==> config.mk <==
export PLATFORM = sky130hd
export DESIGN_NAME = bluetooth_frame_tx
export DESIGN_NICKNAME = d
export VERILOG_FILES = /design/src/rtl/fsm_bluetooth_pkg.sv /design/src/rtl/bluetooth_tx_fifo.sv /design/src/rtl/bluetooth_frame_tx.sv
export SDC_FILE = /design/constraint.sdc
export NUM_CORES = 1
export LEC_CHECK = 0
export CORE_MARGIN = 2
export CORE_UTILIZATION = 64
export CTS_BUF_LIST = sky130_fd_sc_hd__clkbuf_16
export CTS_CLUSTER_SIZE = 30
export DETAILED_ROUTE_END_ITERATION = 16
export PLACE_DENSITY = 0.84
export SLEW_MARGIN = 40
export SYNTH_ARGS = -nofsm -noshare
export SYNTH_HDL_FRONTEND = slang
export SYNTH_SLANG_ARGS = --single-unit
==> constraint.sdc <==
create_clock -name clk -period 4.65 [get_ports clk]
set_input_delay 0.93 -clock clk [delete_from_list [all_inputs] [get_ports clk]]
set_output_delay 0.93 -clock clk [all_outputs]
set_load 0.02 [all_outputs]
==> src/rtl/fsm_bluetooth_pkg.sv <==
// Shared definitions for the byte-framed serial transmitter: the FSM state
// encoding, the parity-mode encodings and small parity helpers.
package fsm_bluetooth;

    typedef enum logic [2:0] {
        IDLE       = 3'd0,
        START_BIT  = 3'd1,
        DATA_BITS  = 3'd2,
        PARITY_BIT = 3'd3,
        STOP_BIT   = 3'd4
    } tx_state_t;

    // in_parity_mode encodings; 2'b11 is a second spelling of "no parity"
    localparam logic [1:0] PAR_NONE     = 2'b00;
    localparam logic [1:0] PAR_EVEN     = 2'b01;
    localparam logic [1:0] PAR_ODD      = 2'b10;
    localparam logic [1:0] PAR_NONE_ALT = 2'b11;

    // True when the mode inserts a parity bit after the data bits
    function automatic logic parity_enabled(input logic [1:0] mode);
        return (mode == PAR_EVEN) || (mode == PAR_ODD);
    endfunction

    // Parity bit for one data byte: even = XOR of the bits, odd = its inverse
    function automatic logic parity_of(input logic [7:0] data, input logic [1:0] mode);
        return (^data) ^ (mode == PAR_ODD);
    endfunction

endpackage

==> src/rtl/bluetooth_tx_fifo.sv <==
// Word buffer in front of the serialiser. The head word is visible on
// rd_data whenever the buffer is non-empty, so the transmitter can pop and
// load it on the same edge. Pointers wrap naturally because DEPTH is a
// power of two.
module bluetooth_tx_fifo #(
    parameter int WIDTH = 32,
    parameter int DEPTH = 4
) (
    input  logic                           clk,
    input  logic                           rst_n,
    input  logic                           wr_en,
    input  logic [WIDTH-1:0]               wr_data,
    input  logic                           rd_en,
    output logic [WIDTH-1:0]               rd_data,
    output logic [$clog2(DEPTH+1)-1:0]     level,
    output logic                           full,
    output logic                           empty
);

    localparam int PTR_W = $clog2(DEPTH);
    localparam int LVL_W = $clog2(DEPTH + 1);
    localparam logic [LVL_W-1:0] LVL_FULL = LVL_W'(DEPTH);

    logic [WIDTH-1:0] mem [DEPTH];
    logic [PTR_W-1:0] wr_ptr_reg;
    logic [PTR_W-1:0] rd_ptr_reg;
    logic [LVL_W-1:0] level_reg;
    logic             do_wr;
    logic             do_rd;

    assign full    = (level_reg == LVL_FULL);
    assign empty   = (level_reg == '0);
    assign level   = level_reg;
    assign do_wr   = wr_en && !full;
    assign do_rd   = rd_en && !empty;
    assign rd_data = mem[rd_ptr_reg];

    // Storage array: written only on an accepted write, never reset
    always_ff @(posedge clk) begin
        if (do_wr) begin
            mem[wr_ptr_reg] <= wr_data;
        end
    end

    // Pointer and occupancy tracking; a simultaneous write and read keeps the level
    always_ff @(posedge clk or negedge rst_n) begin
        if (!rst_n) begin
            wr_ptr_reg <= '0;
            rd_ptr_reg <= '0;
            level_reg  <= '0;
        end else begin
            if (do_wr) begin
                wr_ptr_reg <= wr_ptr_reg + 1'b1;
            end
            if (do_rd) begin
                rd_ptr_reg <= rd_ptr_reg + 1'b1;
            end
            case ({do_wr, do_rd})
                2'b10:   level_reg <= level_reg + 1'b1;
                2'b01:   level_reg <= level_reg - 1'b1;
                default: level_reg <= level_reg;
            endcase
        end
    end

endmodule

==> src/rtl/bluetooth_frame_tx.sv <==
// Buffered word transmitter: each N_BITS word leaves as N_BITS/8 UART-style
// byte frames (start, 8 data bits LSB first, optional parity, 1 or 2 stop
// bits), least-significant byte first. Framing options are sampled when a
// word is popped and held for the whole word.
module bluetooth_frame_tx
    import fsm_bluetooth::*;
#(
    parameter int N_BITS       = 32,
    parameter int FIFO_DEPTH   = 4,
    parameter int CLKS_PER_BIT = 5000
) (
    input  logic                              clk,
    input  logic                              rst_n,
    input  logic                              in_tx_valid,
    input  logic [N_BITS-1:0]                 in_tx_data,
    output logic                              out_tx_ready,
    input  logic [1:0]                        in_parity_mode,
    input  logic                              in_two_stop,
    output logic                              out_tx_serial,
    output logic                              out_tx_active,
    output logic                              out_tx_done,
    output logic [$clog2(FIFO_DEPTH+1)-1:0]   out_fifo_level
);

    localparam int N_BYTES = N_BITS / 8;
    localparam int CNT_W   = $clog2(CLKS_PER_BIT);
    localparam int BYTE_W  = $clog2(N_BYTES + 1);
    localparam logic [CNT_W-1:0]  CNT_LAST  = CNT_W'(CLKS_PER_BIT - 1);
    localparam logic [BYTE_W-1:0] BYTE_LAST = BYTE_W'(N_BYTES - 1);

    // Buffer interface
    logic              fifo_full;
    logic              fifo_empty;
    logic [N_BITS-1:0] fifo_rd_data;
    logic              fifo_wr;
    logic              pop;

    // Serialiser state
    tx_state_t         state_reg;
    logic [CNT_W-1:0]  clk_cnt_reg;
    logic [2:0]        bit_idx_reg;
    logic              stop_idx_reg;
    logic [BYTE_W-1:0] byte_idx_reg;
    logic [N_BITS-1:0] shift_reg;
    logic [1:0]        par_mode_reg;
    logic              two_stop_reg;
    logic              par_bit_reg;
    logic              serial_reg;
    logic              active_reg;
    logic              done_reg;
    logic              bit_end;

    assign out_tx_ready  = !fifo_full;
    assign fifo_wr       = in_tx_valid && out_tx_ready;
    assign pop           = (state_reg == IDLE) && !fifo_empty;
    assign bit_end       = (clk_cnt_reg == CNT_LAST);
    assign out_tx_serial = serial_reg;
    assign out_tx_active = active_reg;
    assign out_tx_done   = done_reg;

    bluetooth_tx_fifo #(
        .WIDTH (N_BITS),
        .DEPTH (FIFO_DEPTH)
    ) u_fifo (
        .clk     (clk),
        .rst_n   (rst_n),
        .wr_en   (fifo_wr),
        .wr_data (in_tx_data),
        .rd_en   (pop),
        .rd_data (fifo_rd_data),
        .level   (out_fifo_level),
        .full    (fifo_full),
        .empty   (fifo_empty)
    );

    // Frame sequencer: every non-idle state lasts whole bit periods, and the
    // serial line is updated on the same edge as the state so they stay aligned
    always_ff @(posedge clk or negedge rst_n) begin
        if (!rst_n) begin
            state_reg    <= IDLE;
            clk_cnt_reg  <= '0;
            bit_idx_reg  <= '0;
            stop_idx_reg <= 1'b0;
            byte_idx_reg <= '0;
            shift_reg    <= '0;
            par_mode_reg <= PAR_NONE;
            two_stop_reg <= 1'b0;
            par_bit_reg  <= 1'b0;
            serial_reg   <= 1'b1;
            active_reg   <= 1'b0;
            done_reg     <= 1'b0;
        end else begin
            done_reg <= 1'b0;
            if (state_reg != IDLE) begin
                clk_cnt_reg <= bit_end ? '0 : clk_cnt_reg + 1'b1;
            end
            case (state_reg)
                IDLE: begin
                    serial_reg <= 1'b1;
                    if (pop) begin
                        shift_reg    <= fifo_rd_data;
                        par_mode_reg <= in_parity_mode;
                        two_stop_reg <= in_two_stop;
                        par_bit_reg  <= parity_of(fifo_rd_data[7:0], in_parity_mode);
                        byte_idx_reg <= '0;
                        clk_cnt_reg  <= '0;
                        serial_reg   <= 1'b0;
                        active_reg   <= 1'b1;
                        state_reg    <= START_BIT;
                    end
                end
                START_BIT: begin
                    if (bit_end) begin
                        serial_reg  <= shift_reg[0];
                        shift_reg   <= {1'b0, shift_reg[N_BITS-1:1]};
                        bit_idx_reg <= '0;
                        state_reg   <= DATA_BITS;
                    end
                end
                DATA_BITS: begin
                    if (bit_end) begin
                        if (bit_idx_reg == 3'd7) begin
                            if (parity_enabled(par_mode_reg)) begin
                                serial_reg <= par_bit_reg;
                                state_reg  <= PARITY_BIT;
                            end else begin
                                serial_reg   <= 1'b1;
                                stop_idx_reg <= 1'b0;
                                state_reg    <= STOP_BIT;
                            end
                        end else begin
                            serial_reg  <= shift_reg[0];
                            shift_reg   <= {1'b0, shift_reg[N_BITS-1:1]};
                            bit_idx_reg <= bit_idx_reg + 1'b1;
                        end
                    end
                end
                PARITY_BIT: begin
                    if (bit_end) begin
                        serial_reg   <= 1'b1;
                        stop_idx_reg <= 1'b0;
                        state_reg    <= STOP_BIT;
                    end
                end
                STOP_BIT: begin
                    if (bit_end) begin
                        if (two_stop_reg && !stop_idx_reg) begin
                            stop_idx_reg <= 1'b1;
                        end else if (byte_idx_reg == BYTE_LAST) begin
                            serial_reg <= 1'b1;
                            active_reg <= 1'b0;
                            done_reg   <= 1'b1;
                            state_reg  <= IDLE;
                        end else begin
                            // shift_reg has already moved eight places, so its low byte is next
                            byte_idx_reg <= byte_idx_reg + 1'b1;
                            par_bit_reg  <= parity_of(shift_reg[7:0], par_mode_reg);
                            serial_reg   <= 1'b0;
                            state_reg    <= START_BIT;
                        end
                    end
                end
                default: begin
                    serial_reg <= 1'b1;
                    active_reg <= 1'b0;
                    state_reg  <= IDLE;
                end
            endcase
        end
    end

endmodule

==> summary.txt <==
Die
  – Full die area: 0.0143 mm²
  – Chip width: 119 µm
  – IO Count: 45
  – Core area: 0.0131 mm²
  – Row count: 42
  – Die Ht: 119 µm
  – Starting Density: roughly two thirds

Synthesis
  – Seq/Total Area, Yosys: 65.4%
  – Area contributors post-synth: edfxtp_1 45%, dfrtp_1 20%, mux4_2 8.5%
  – Main flop type after synthesis: edfxtp_1
  – Synth Area in Compound Gates: about 3.6%
  – Largest family of logic cells by synthesized area: multiplexers
  – Asr flop ratio synth: 35.0%
  – Post-Synth XOR/XNOR Area: 2.63%
  – Syn nets: between 500 and 600
  – Adder-Cell Fraction of Synth Area: about 1.8%
  – Synth cell types: 50
  – Ys Warns: 0
  – Proportion of netlist area held by the largest area contributor: between 40% and 50%
  – Simple-gate share of the synthesized area: under 10%
  – Seq cells post-synth: 197
  – Syn_area_per_cell: approximately 17 µm²
  – Post-synthesis mux area share: 18.7%
  – Syn Inst Count: 503
  – Synth area leader: edfxtp_1
  – Number of flops mapped to enable cells by yosys: approximately 130
  – Mapped cell area: 0.00852 mm²

STA
  – Final setup vio count: 0
  – Fin crit share: 57.7%
  – Tmin final: 2.68 ns
  – Rel. slew slack: 51.5%
  – Worst clock skew: 0.00782 ns
  – Maximum clock rate: 0.373 GHz
  – TNS Setup: 0 ns
  – RSZ-0062 raised after global routing: no
  – Final worst-path setup slack: ~2.0 ns
  – Final Hold Fails: 0
  – Slew Viols, Final: 0
  – Slew @ Worst Pin: 0.727 ns

Routing
  – WL final: 14.2 mm
  – 1st-pass router iterations: 4
  – 1st-iter DRT viols: 355
  – Antenna Nets Post-Route: 0
  – Per-cell routed wire length: about 19 µm
  – Drt drc: 0
  – Post-DR vias/cell: 5.96
  – Vias: approximately 4400

Cells and area
  – Fin area: 0.00966 mm²
  – Nets: approximately 600
  – Register area: 0.00557 mm²
  – Share of layout cells above drive strength 1: 25.3%
  – Fillers: 820
  – Area growth from synthesis to layout: 13.4%
  – Antenna cell count: 0
  – Max reg flops: approximately 130
  – Area of the multi-input gates: 0.00280 mm²

Placed design
  – Placer Congestion: 0.853
  – DP Wirelength: 9.01 mm
  – Cell Area, Placed: 0.00913 mm²
  – PortBufs: 44
  – Pre-CTS WS: 1.89 ns

Power and ir drop
  – Power Density: 414 mW/mm²
  – Peak supply drop: 0.000532 V
  – Overall power: ~0.004 W
  – Leakage: 3.68 nW

CTS
  – Clk_lat worst skew: 0.42 ns
  – Post_cts resized: 0
  – Clock sink count: 197
  – Clock-pin slew on the worst setup and hold paths: 0.07 ns
  – CTS Hold Bufs: 0
  – CTS tree: yes
  – Setup Fix Bufs, Post-CTS: 0
  – CTS max path bufs: 2
  – Clk Tree Root Cell: clkbuf_16
  – H-tree depth: 4
  – Clock buffer count from CTS: 17

Global route
  – Largest net degree at the start of global routing: 39
  – First-pass GRT wire length: 23.6 mm
  – Grt total ovfl: 0
  – Initial antenna violation count: 0
  – Gr usage total: 22.0%
  – Vias in the first global route: 4582

Run status
  – Status: complete, no violations

Setup path
  – Critical Path RT: 4.95 ns
  – Crit start category: register
  – CP Data Arrival Time: 2.98 ns
  – Crit path max fanout: 32
  – Crit. End Element: register
  – Setup Crit Path Kind: register to register
  – Cell count of the worst reg-to-reg path: 4

Run
  – Max cap viols: 0

Worst hold path
  – Worst Hold Class: primary input to async pin
[through the flow]
stage | hold slack (ns) | utilization [%] | std cells
after global routing | 0.499 | 73.6 | 741
after CTS | 0.496 | 73.5 | 741
after global placement | 0.467 | 69.4 | 708
after detailed placement | 0.482 | 69.5 | 709
final | 0.472 | 73.6 | 741
after floorplan | 0.454 | - | 503
[power breakdown]
part | switching, W | internal, W
clock | 0.000623 | 0.000689
sequential | 0.0000674 | 0.00214
combinational | 0.000278 | 0.000208
total | 0.000968 | 0.00304
[worst paths after layout]
kind / startpoint / endpoint / slack [ns]
setup reg to reg: state_reg[2]$_DFFE_PN0P_ / shift_reg[31]$_DFFE_PN0P_ / 1.97
hold reg to reg: bit_idx_reg[1]$_DFFE_PN0P_ / bit_idx_reg[1]$_DFFE_PN0P_ / 0.49
min in group clk: bit_idx_reg[1]$_DFFE_PN0P_ / bit_idx_reg[1]$_DFFE_PN0P_ / 0.49
hold / removal: rst_n / shift_reg[4]$_DFFE_PN0P_ / 0.47
max in group asynchronous: rst_n / out_tx_serial$_DFFE_PN1P_ / 3.36
setup / recovery: state_reg[2]$_DFFE_PN0P_ / shift_reg[31]$_DFFE_PN0P_ / 1.97
[worst max-delay path, stage by stage, from the launching register on]
cell and delay, ns:
dfrtp_1 0.56, nor3_2 0.45, and2_1 0.51, or3_4 0.64
mux2_1 0.38
[kinds of logic after synthesis]
logic type	after synthesis
flip-flops	197
AO/OA/AOI/OAI	52
AND/OR/NAND/NOR	90
buffers and inverters	32
XOR/XNOR	20
multiplexers	100
adder cells (fa/ha/maj)	12
[layout by cell type, fill, tap and decap left out, types with 12 or more instances in the layout]
master,n
mux2_4,30
dfrtp_1,67
o21ai_0,25
nor2_1,13
edfxtp_1,128
nand2_1,23
inv_1,12
mux4_2,32
clkdlybuf4s50_1,43
clkbuf_16,17
mux2_2,32
[area by class of cell]
| class | count | area share (%) |
|---|---|---|
| Inverter | 10 | 0.388 |
| Clock buffer | 17 | 4.40 |
| Sequential cell | 197 | 57.7 |
| Tap cell | 176 | 2.28 |
| Multi-Input combinational cell | 274 | 28.9 |
| Timing Repair Buffer | 52 | 5.23 |
| Clock inverter | 15 | 1.10 |
[Yosys cell counts, types with 2 or more instances]
master / count
nand2b_1: 5
nor3_1: 7
nor3b_1: 3
buf_1: 2
nor2b_1: 2
xnor2_1: 11
nor4_1: 3
inv_1: 10
nand4_1: 3
or4_1: 2
a21o_1: 6
and2_1: 4
or3_1: 3
mux2_2: 32
mux2_1: 5
a22o_1: 4
mux2_4: 30
a21oi_1: 10
nand2_1: 23
o21ai_0: 25
dfrtp_1: 68
clkbuf_1: 5
nand3_1: 6
ha_1: 11
edfxtp_1: 128
xor2_1: 5
and3_1: 6
buf_2: 10
or2_2: 2
xnor3_1: 3
buf_6: 5
nor2_1: 13
o31ai_1: 3
mux4_2: 32
[metal layers]
metal | GRT usage, % | vias up | part of all wire, %
met3 | 5.12 | 22 | 3.3
met1 | 28.0 | 2267 | 42
met4 | 6.91 | 0 | 1.9
met5 | 0 | - | 0
li1 | - | 2034 | -
met2 | 37.8 | 90 | 53
Power figures use the tool's default switching activity.
